`src/rtl/pps_gen.sv`:
```
// pps_gen: five-channel test PPS generator on the 250 MHz serializer clock.
// A shared period counter marks the 1 s grid; each channel owns a 30-bit
// offset in ns, split into a 4 ns coarse cycle and a 1 ns lane position.
// Pulse width is timed by a per-channel down-counter, so a pulse that
// spans the period wrap finishes cleanly and is never retriggered.
// Offsets are double-buffered and only take effect at a period boundary.

module pps_gen #(
    parameter int PERIOD_CYC = 250000000,
    parameter int WIDTH_CYC  = 25000000
) (
    input  logic        i_pclk,
    input  logic        i_res_250m_n,
    input  logic        i_en,
    input  logic        i_align,
    input  logic        i_wr_en,
    input  logic [2:0]  i_wr_ch,
    input  logic [29:0] i_wr_ofs,
    output logic        o_wr_err,
    output logic        o_sync,
    output logic [19:0] o_dt20b
);

    localparam int          NCH       = 5;
    localparam logic [27:0] LAST_CNT  = 28'(PERIOD_CYC - 1);
    localparam logic [27:0] RUN_LOAD  = 28'(WIDTH_CYC - 1);
    localparam logic [31:0] OFS_LIMIT = 32'(PERIOD_CYC) * 32'd4;

    typedef enum logic {
        ST_IDLE = 1'b0,
        ST_HIGH = 1'b1
    } ch_state_t;

    // First word of a pulse: lanes fine..3 high (lane 0 leaves the wire first).
    function automatic logic [3:0] start_word(input logic [1:0] fine);
        start_word = 4'hF << fine;
    endfunction

    // Last word of a pulse: lanes 0..fine-1 high, completing 4*WIDTH_CYC lanes.
    function automatic logic [3:0] tail_word(input logic [1:0] fine);
        tail_word = ~start_word(fine);
    endfunction

    logic [27:0]            cnt_r;
    logic [27:0]            cnt_nxt_s;
    logic [NCH-1:0][29:0]   shadow_r;
    logic [NCH-1:0][29:0]   shadow_nxt_s;
    logic [NCH-1:0][29:0]   active_r;
    logic [NCH-1:0][27:0]   run_r;
    logic [NCH-1:0][27:0]   run_nxt_s;
    ch_state_t              state_r     [NCH];
    ch_state_t              state_nxt_s [NCH];
    logic [19:0]            dt_nxt_s;
    logic                   wr_ok_s;
    logic                   wrap_s;
    logic                   copy_s;

    assign wr_ok_s = i_wr_en && (i_wr_ch <= 3'd4) && ({2'b00, i_wr_ofs} < OFS_LIMIT);
    assign wrap_s  = i_en && (cnt_r == LAST_CNT);
    assign copy_s  = i_align || wrap_s;

    // Period counter next value: held at 0 while disabled, align beats wrap.
    always_comb begin
        cnt_nxt_s = cnt_r;
        if (!i_en) begin
            cnt_nxt_s = 28'd0;
        end else if (i_align || wrap_s) begin
            cnt_nxt_s = 28'd0;
        end else begin
            cnt_nxt_s = cnt_r + 28'd1;
        end
    end

    // Period counter register.
    always_ff @(posedge i_pclk or negedge i_res_250m_n) begin
        if (!i_res_250m_n) begin
            cnt_r <= 28'd0;
        end else begin
            cnt_r <= cnt_nxt_s;
        end
    end

    // Shadow offsets with this cycle's accepted write merged in, so a write
    // landing on the boundary cycle is part of the copy to active.
    always_comb begin
        shadow_nxt_s = shadow_r;
        for (int c = 0; c < NCH; c++) begin
            if (wr_ok_s && (i_wr_ch == 3'(c))) begin
                shadow_nxt_s[c] = i_wr_ofs;
            end else begin
                shadow_nxt_s[c] = shadow_r[c];
            end
        end
    end

    // Shadow and active offset registers; active only changes at a period start.
    always_ff @(posedge i_pclk or negedge i_res_250m_n) begin
        if (!i_res_250m_n) begin
            shadow_r <= '0;
            active_r <= '0;
        end else begin
            shadow_r <= shadow_nxt_s;
            if (copy_s) begin
                active_r <= shadow_nxt_s;
            end
        end
    end

    // Per-channel pulse FSMs: next state, width counter and lane word.
    always_comb begin
        dt_nxt_s = 20'd0;
        for (int c = 0; c < NCH; c++) begin
            state_nxt_s[c] = state_r[c];
            run_nxt_s[c]   = run_r[c];
            if (!i_en || i_align) begin
                // Disable truncates; align aborts so the channel restarts on the new grid.
                state_nxt_s[c] = ST_IDLE;
            end else begin
                case (state_r[c])
                    ST_IDLE: begin
                        if (cnt_r == active_r[c][29:2]) begin
                            dt_nxt_s[4*c +: 4] = start_word(active_r[c][1:0]);
                            run_nxt_s[c]       = RUN_LOAD;
                            state_nxt_s[c]     = ST_HIGH;
                        end else begin
                            state_nxt_s[c] = ST_IDLE;
                        end
                    end
                    ST_HIGH: begin
                        if (run_r[c] != 28'd0) begin
                            dt_nxt_s[4*c +: 4] = 4'hF;
                            run_nxt_s[c]       = run_r[c] - 28'd1;
                        end else begin
                            dt_nxt_s[4*c +: 4] = tail_word(active_r[c][1:0]);
                            state_nxt_s[c]     = ST_IDLE;
                        end
                    end
                    default: begin
                        state_nxt_s[c] = ST_IDLE;
                    end
                endcase
            end
        end
    end

    // FSM state, width counters and the registered serializer word.
    always_ff @(posedge i_pclk or negedge i_res_250m_n) begin
        if (!i_res_250m_n) begin
            for (int c = 0; c < NCH; c++) begin
                state_r[c] <= ST_IDLE;
            end
            run_r   <= '0;
            o_dt20b <= 20'd0;
        end else begin
            for (int c = 0; c < NCH; c++) begin
                state_r[c] <= state_nxt_s[c];
            end
            run_r   <= run_nxt_s;
            o_dt20b <= dt_nxt_s;
        end
    end

    // Registered status: sync lines up with the word produced from cnt==0.
    always_ff @(posedge i_pclk or negedge i_res_250m_n) begin
        if (!i_res_250m_n) begin
            o_sync   <= 1'b0;
            o_wr_err <= 1'b0;
        end else begin
            o_sync   <= i_en && (cnt_r == 28'd0);
            o_wr_err <= i_wr_en && !wr_ok_s;
        end
    end

endmodule

```
`config.mk`:
```
export PLATFORM = sky130hd
export DESIGN_NAME = pps_gen
export DESIGN_NICKNAME = d
export VERILOG_FILES = /design/src/rtl/pps_gen.sv
export SDC_FILE = /design/constraint.sdc
export NUM_CORES = 1
export LEC_CHECK = 0
export ABC_AREA = 1
export CORE_UTILIZATION = 24
export DETAILED_ROUTE_END_ITERATION = 6
export GPL_ROUTABILITY_DRIVEN = 0
export PLACE_DENSITY_LB_ADDON = 0.25
export SLEW_MARGIN = 0
export SYNTH_ARGS = -nofsm -noshare
export SYNTH_HDL_FRONTEND = slang
export SYNTH_SLANG_ARGS = --single-unit
```
`constraint.sdc`:
```
create_clock -name i_pclk -period 2.7 [get_ports i_pclk]
set_clock_uncertainty 0.2 [all_clocks]
set_input_delay 0.54 -clock i_pclk [delete_from_list [all_inputs] [get_ports i_pclk]]
set_output_delay 0.54 -clock i_pclk [all_outputs]
set_load 0.02 [all_outputs]
```
==> impl_metrics.py, run 1 <==
metrics = {
    "clocking": {
        "cts.htree.levels": 2,
        "cts_tree": "yes",
        "clock_insertion_delay_worst_skew_ps": 650,
        "cts-root-buf": "sky130_fd_sc_hd__clkbuf_16",
        "post_cts_setup_buffer_count": 0,
        "clock_tree.buffer_depth": 3,
        "numClockSinks": 490,
        "clk_pin_slew_ps": 60,
        "numCtsBuffers": 60,
    },
    "floorplan": {
        "floorplan.die.width_um": 340,
        "die_height_um": 340,
        "core_region_area_mm2": 0.113,
        "design.die.area_mm2": 0.115,
        "floorplan.rows": 123,
        "io_pins": 60,
        "initial_standard_cell_utilization_of_the_core_pct": 24.3,
    },
    "logic_synthesis": {
        "synth_simple_gate_area_share_pct": 40.8,
        "syn_area_mm2": 0.0273,
        "synth_compound_area_share_pct": 1.42,
        "synth-seq-area-share_pct": 44.9,
        "synth_top_family_by_area": "simple AND/OR/NAND/NOR gates",
        "synthMuxAreaShare_pct": 0.0732,
        "number_of_enable_type_register_cells_in_the_synthesized_netlist": 0,
        "synth_xor_xnor_area_share_pct": 3.30,
        "synth_fa_ha_area_share_pct": 0.366,
        "synth.yosys.warnings": 0,
        "postSynth.asyncResetShare_pct": 100,
        "synth.distinct_cells": 41,
        "syn_nets": 3866,
        "syn-mean-instance-area_um2": 7.16,
        "post_synth_inst_count": 3820,
        "ys_ff_latch": 490,
        "ys.flop_type": "sky130_fd_sc_hd__dfrtp_1",
    },
    "critical_path": {
        "timing.critical_path.cells": "clkdlybuf4s50_1",
        "critical_path.max_stage_delay_ps": 660,
        "critical_path_buf_inv_count": 1,
        "timing.rr.start": "cnt_r[16]",
        "timing.critical_path.from": "o_dt20b[7]",
        "critical-path-slowest-cell": "sky130_fd_sc_hd__clkdlybuf4s50_1",
        "critical_path_at_ps": 1810,
        "worstPathRequired_ps": 1960,
        "worstSetupPathType": "reg2out",
        "crit_path_end_kind": "primary output",
        "path_delay_family": "buffers and inverters",
        "critPathLaunchType": "flip-flop",
        "worstPathMaxFanout": 11,
    },
    "route": {
        "detail_route.first_pass.iterations": 6,
        "avgRoutedWirePerCell_um": 14.8,
        "drtIter0Drc": 1334,
        "route.final.wire_length_um": 81600,
        "remaining_drc_errors": 0,
        "ant_nets": 0,
        "dr_total_vias": 23509,
        "vias_per_cell": 4.26,
    },
    "global_route": {
        "antenna_found_initial": 1,
        "grt_usage_pct": 14.3,
        "first_pass_grt_wire_length_um": 132000,
        "grt_remaining_overflow": 0,
        "grt_start_max_net_pins": 69,
        "first_global_vias": 23158,
    },
    "power_and_ir_drop": {
        "totalPowerFinal_mw": 19.7,
        "p_per_area_mw_per_mm2": 600,
        "ir_drop_uv": 521,
        "reported_leakage_power_nw": 17.3,
    },
    "timing": {
        "report.final.setup_viol": 0,
        "timing.final.ws_setup_ps": 150,
        "timing.setup.tns_ps": 0,
        "finalHoldViolCount": 0,
        "setup_repair_after_global_routing_missed_its_margin": "false",
        "period_minus_slack_ps": 2550,
        "max-slew-margin-rel_pct": 65.3,
        "worstMarginPinSlew_ps": 519,
        "max_freq_mhz": 392,
        "finalMaxSlewViolations": 0,
        "final_worst_path_period_share_pct": 94.4,
    },
    "final_layout": {
        "seqCellArea_mm2": 0.0123,
        "final_net_count": 4013,
        "layout.cells.most_common": "sky130_fd_sc_hd__nand2_1",
        "design_area_mm2": 0.0329,
        "fill_cells": 12312,
        "multi_input_comb_area_mm2": 0.0126,
        "post_route_cells_drive_above_1_share_pct": 9.42,
        "inserted_diodes": 0,
        "area.growth.synth_to_final_pct": 20.2,
        "final_cell_mix": "sky130_fd_sc_hd__nand2_1, sky130_fd_sc_hd__nand3_1, sky130_fd_sc_hd__dfrtp_1",
    },
    "run_status": {
        "outcome": "finished, final reports clean",
    },
    "placement": {
        "place_hpwl_um": 57200,
        "cell_area_after_placement_mm2": 0.0308,
        "numPortBuffers": 59,
        "dp_slack_ps": -193,
    },
    "min_path": {
        "timing.hold.worst.class": "in2async",
    },
    "flow_run": {
        "max_cap_violations": 0,
    },
}
cell type report:
cell class / instances / share of cell area, %
timing repair buffer: 237 / 7.41
clock buffer: 87 / 5.43
sequential: 490 / 37.3
tap: 1500 / 5.71
clock inverter: 21 / 0.845
inverter: 424 / 4.85
multi-input combinational: 2754 / 38.5
through the flow:
stage               util (%)  hold WS [ps]  std cells
floorplan                  -          44.4       3820
global placement        27.3           258       5404
detailed placement      27.3           262       5404
CTS                     29.2           208       5513
global route            29.2           283       5513
finish                  29.2           246       5513
cell usage after synthesis (8+ instances only):
library cell | count | share of area [%]
sky130_fd_sc_hd__nor3_1 | 32 | 0.59
sky130_fd_sc_hd__xor2_1 | 38 | 1.2
sky130_fd_sc_hd__nor2_1 | 338 | 4.6
sky130_fd_sc_hd__dfrtp_1 | 490 | 45
sky130_fd_sc_hd__and2_1 | 151 | 3.5
sky130_fd_sc_hd__buf_2 | 63 | 1.2
sky130_fd_sc_hd__or2_2 | 30 | 0.69
sky130_fd_sc_hd__buf_6 | 17 | 0.70
sky130_fd_sc_hd__nor2_2 | 9 | 0.21
sky130_fd_sc_hd__a21oi_1 | 8 | 0.15
sky130_fd_sc_hd__buf_4 | 29 | 0.80
sky130_fd_sc_hd__o21bai_1 | 8 | 0.22
sky130_fd_sc_hd__nand2_1 | 1400 | 19
sky130_fd_sc_hd__inv_1 | 414 | 5.7
sky130_fd_sc_hd__xnor2_1 | 65 | 2.1
sky130_fd_sc_hd__nand3_1 | 517 | 9.5
sky130_fd_sc_hd__o21ai_0 | 40 | 0.73
sky130_fd_sc_hd__nand2_2 | 23 | 0.53
sky130_fd_sc_hd__nand4_1 | 41 | 0.94
sky130_fd_sc_hd__inv_2 | 10 | 0.14
sky130_fd_sc_hd__clkbuf_1 | 35 | 0.48
sky130_fd_sc_hd__nand3b_1 | 8 | 0.22
sky130_fd_sc_hd__ha_1 | 8 | 0.37
sky130_fd_sc_hd__nor4_1 | 10 | 0.23
cells by family after synthesis:
logic type	after synthesis
compound gates	67
buf+inv	576
simple gates	2574
mux	2
fa+ha+maj	8
xor+xnor	103
flops	490
timing repair:
action	4_1_cts	5_1_grt
setup endpoints to repair	3	18
endpoints found under the hold margin	34	0
resized for setup	3	2
hold buffers	1	0
cloned	0	0
metal layers:
| layer | routed length (µm) | vias to the layer above | track usage (%) | share of wire, % |
|---|---|---|---|---|
| li1 | - | 12082 | - | - |
| met1 | 39000 | 10992 | 19.6 | 48 |
| met2 | 37900 | 329 | 23.6 | 47 |
| met3 | 2760 | 104 | 1.66 | 3.4 |
| met4 | 1830 | 2 | 3.83 | 2.2 |
| met5 | 13 | - | 0 | 0.016 |
final timing paths:
path	endpoint	cells past startpoint	slack [ps]
max reg2reg	run_r[92]	11	160
min reg2reg	run_r[29]	2	270
max	o_dt20b[7]	1	150
max in group asynchronous	active_r[144]	3	1270
min in group i_pclk	o_wr_err	3	250
min	active_r[67]	2	250
flip-flops by register name (all words and copies together), names as in the netlist:
name,cells
active_r,150
shadow_r,150
run_r,140
cnt_r,28
o_dt20b,20
o_sync,1
o_wr_err,1
where the power goes:
part	internal [mW]	total [mW]	switching (mW)
logic	1.11	2.67	1.55
clock network	5.04	8.41	3.37
registers	8.21	8.66	0.445
Note: power is estimated with default switching activity, not from simulation.
==> run 2: changes to the inputs <==
Settings changed: REMOVE_ABC_BUFFERS set to 1.
==> run 2 against run 1 <==
  * Via count up 0.20%
  * Combinational power about the same
  * Worst hold slack lost 47 ps
  * Clock power is 0.7% higher
  * Global-route usage rose by 0.11 points
  * Sequential power hardly changed
==> impl_metrics.py, run 2 (synthesis results as in run 1) <==
metrics = {
    "run_status": {
        "outcome": "finished, final reports clean",
    },
    "timing": {
        "period_minus_slack_ps": 2570,
        "worstMarginPinSlew_ps": 495,
        "max-slew-margin-rel_pct": 67.0,
        "finalHoldViolCount": 0,
        "report.final.setup_viol": 0,
        "setup_repair_after_global_routing_missed_its_margin": "false",
        "final_worst_path_period_share_pct": 95.1,
        "finalMaxSlewViolations": 0,
        "max_freq_mhz": 389,
    },
    "global_route": {
        "first_global_vias": 22957,
        "first_pass_grt_wire_length_um": 133000,
        "grt_remaining_overflow": 0,
        "grt_start_max_net_pins": 84,
        "grt_usage_pct": 14.4,
        "antenna_found_initial": 0,
    },
    "final_layout": {
        "post_route_cells_drive_above_1_share_pct": 9.57,
        "layoutNonFillerInstCount": 5524,
        "fill_cells": 12324,
        "layout.cells.most_common": "sky130_fd_sc_hd__nand2_1",
        "final_cell_mix": "sky130_fd_sc_hd__nand2_1, sky130_fd_sc_hd__nand3_1, sky130_fd_sc_hd__dfrtp_1",
        "largestRegisters": "active_r (150), shadow_r (150), run_r (140)",
        "multi_input_comb_area_mm2": 0.0126,
        "seqCellArea_mm2": 0.0123,
        "design_area_mm2": 0.0330,
        "area.growth.synth_to_final_pct": 20.7,
        "final_net_count": 4020,
    },
    "route": {
        "detail_route.first_pass.iterations": 5,
        "vias_per_cell": 4.26,
        "avgRoutedWirePerCell_um": 14.8,
        "route.final.wire_length_um": 81800,
        "drtIter0Drc": 1469,
        "remaining_drc_errors": 0,
        "dr_total_vias": 23557,
        "ant_nets": 0,
    },
    "clocking": {
        "numCtsBuffers": 60,
        "cts-root-buf": "sky130_fd_sc_hd__clkbuf_16",
        "cts_tree": "yes",
        "clock_tree.buffer_depth": 3,
        "cts.htree.levels": 2,
        "post_cts_setup_buffer_count": 0,
        "numClockSinks": 490,
        "clk_pin_slew_ps": 50,
        "clock_insertion_delay_worst_skew_ps": 670,
    },
    "critical_path": {
        "rrSetupSlack_ps": 160,
        "critical_path.max_stage_delay_ps": 670,
        "crit_path_end_kind": "primary output",
        "timing.reg2reg.worst_path_depth": 12,
        "timing.rr.start": "cnt_r[1]",
        "critical_path_at_ps": 1830,
        "path_delay_family": "buffers and inverters",
        "timing.critical_path.cells": "clkdlybuf4s50_1",
        "worstPathRequired_ps": 1960,
        "critical_path_buf_inv_count": 1,
        "worstSetupPathType": "reg2out",
        "critical-path-slowest-cell": "sky130_fd_sc_hd__clkdlybuf4s50_1",
        "critPathLaunchType": "flip-flop",
        "worstPathMaxFanout": 4,
        "cp.depth": 1,
        "r2r_end": "run_r[49]",
    },
    "min_path": {
        "timing.hold.worst.class": "in2async",
    },
    "power_and_ir_drop": {
        "reported_leakage_power_nw": 17.3,
        "p_per_area_mw_per_mm2": 601,
        "ir_drop_uv": 505,
    },
    "floorplan": {
        "io_pins": 60,
        "floorplan.die.width_um": 340,
        "initial_standard_cell_utilization_of_the_core_pct": 24.3,
        "core_region_area_mm2": 0.113,
        "die_height_um": 340,
        "design.die.area_mm2": 0.115,
        "floorplan.rows": 123,
    },
    "placement": {
        "numPortBuffers": 59,
        "place_hpwl_um": 57800,
        "cell_area_after_placement_mm2": 0.0309,
        "numPlacedInstances": 5411,
    },
    "flow_run": {
        "max_cap_violations": 0,
    },
}
run 2: changes by cell type in the layout (fill, tap and decap cells not counted), sizes merged:
cell,previous run,this run
buf,178,185
clkbuf,87,94
clkinv,13,10
clkinvlp,3,0
diode,0,1
inv,424,426
run 2: how the worst max path moves through the flow:
| stage | start | to | slack, ps |
|---|---|---|---|
| detailed placement | i_wr_ofs[10] | shadow_r[98] | -220 |
| floorplan | i_wr_ofs[21] | active_r[0] | -5740 |
| CTS | o_dt20b[3] | o_dt20b[3] | 60 |
| finish | o_dt20b[3] | o_dt20b[3] | 130 |
| global route | cnt_r[0] | cnt_r[22] | 20 |
| global placement | i_wr_ofs[17] | shadow_r[24] | -210 |
run 2: through the flow:
step	TNS, ps	worst slack, ps	total power, mW	hold slack (ps)	util, %
4_1_cts	0	58.2	20.2	161	29.3
3_3_place_gp	-43250	-210	11.5	242	27.4
3_5_place_dp	-44290	-222	11.5	242	27.4
6_report	0	132	19.8	199	29.3
2_1_floorplan	-1721170	-5740	10.4	44.4	-
5_1_grt	0	20.5	21.0	188	29.3
run 2: area by class of cell:
class	count	area share (%)
multi-input combinational	2754	38.3
sequential	490	37.2
timing repair buffer	244	7.73
tap	1500	5.69
clock buffer	94	5.58
inverter	424	4.83
clock inverter	17	0.660
antenna	1	0.00759
run 2: where the power goes:
group | switching (mW) | internal [mW] | total (mW)
logic | 1.54 | 1.13 | 2.67
clock network | 3.36 | 5.11 | 8.47
registers | 0.473 | 8.21 | 8.69
total | 5.37 | 14.5 | 19.8
run 2: repair_timing:
item / CTS / global route
resized for setup: 0 / 4
hold buffers: 1 / 0
setup endpoints to repair: 0 / 182
hold endpoints to repair: 291 / 0
run 2: metal layers:
layer	wire length (µm)	part of all wire, %	vias to the layer above	GRT usage, %
met5	0	0	-	0
met4	1800	2.2	0	3.73
met2	36600	45	331	22.7
met3	2740	3.3	109	2.04
met1	40600	50	10989	20.5
li1	-	-	12128	-
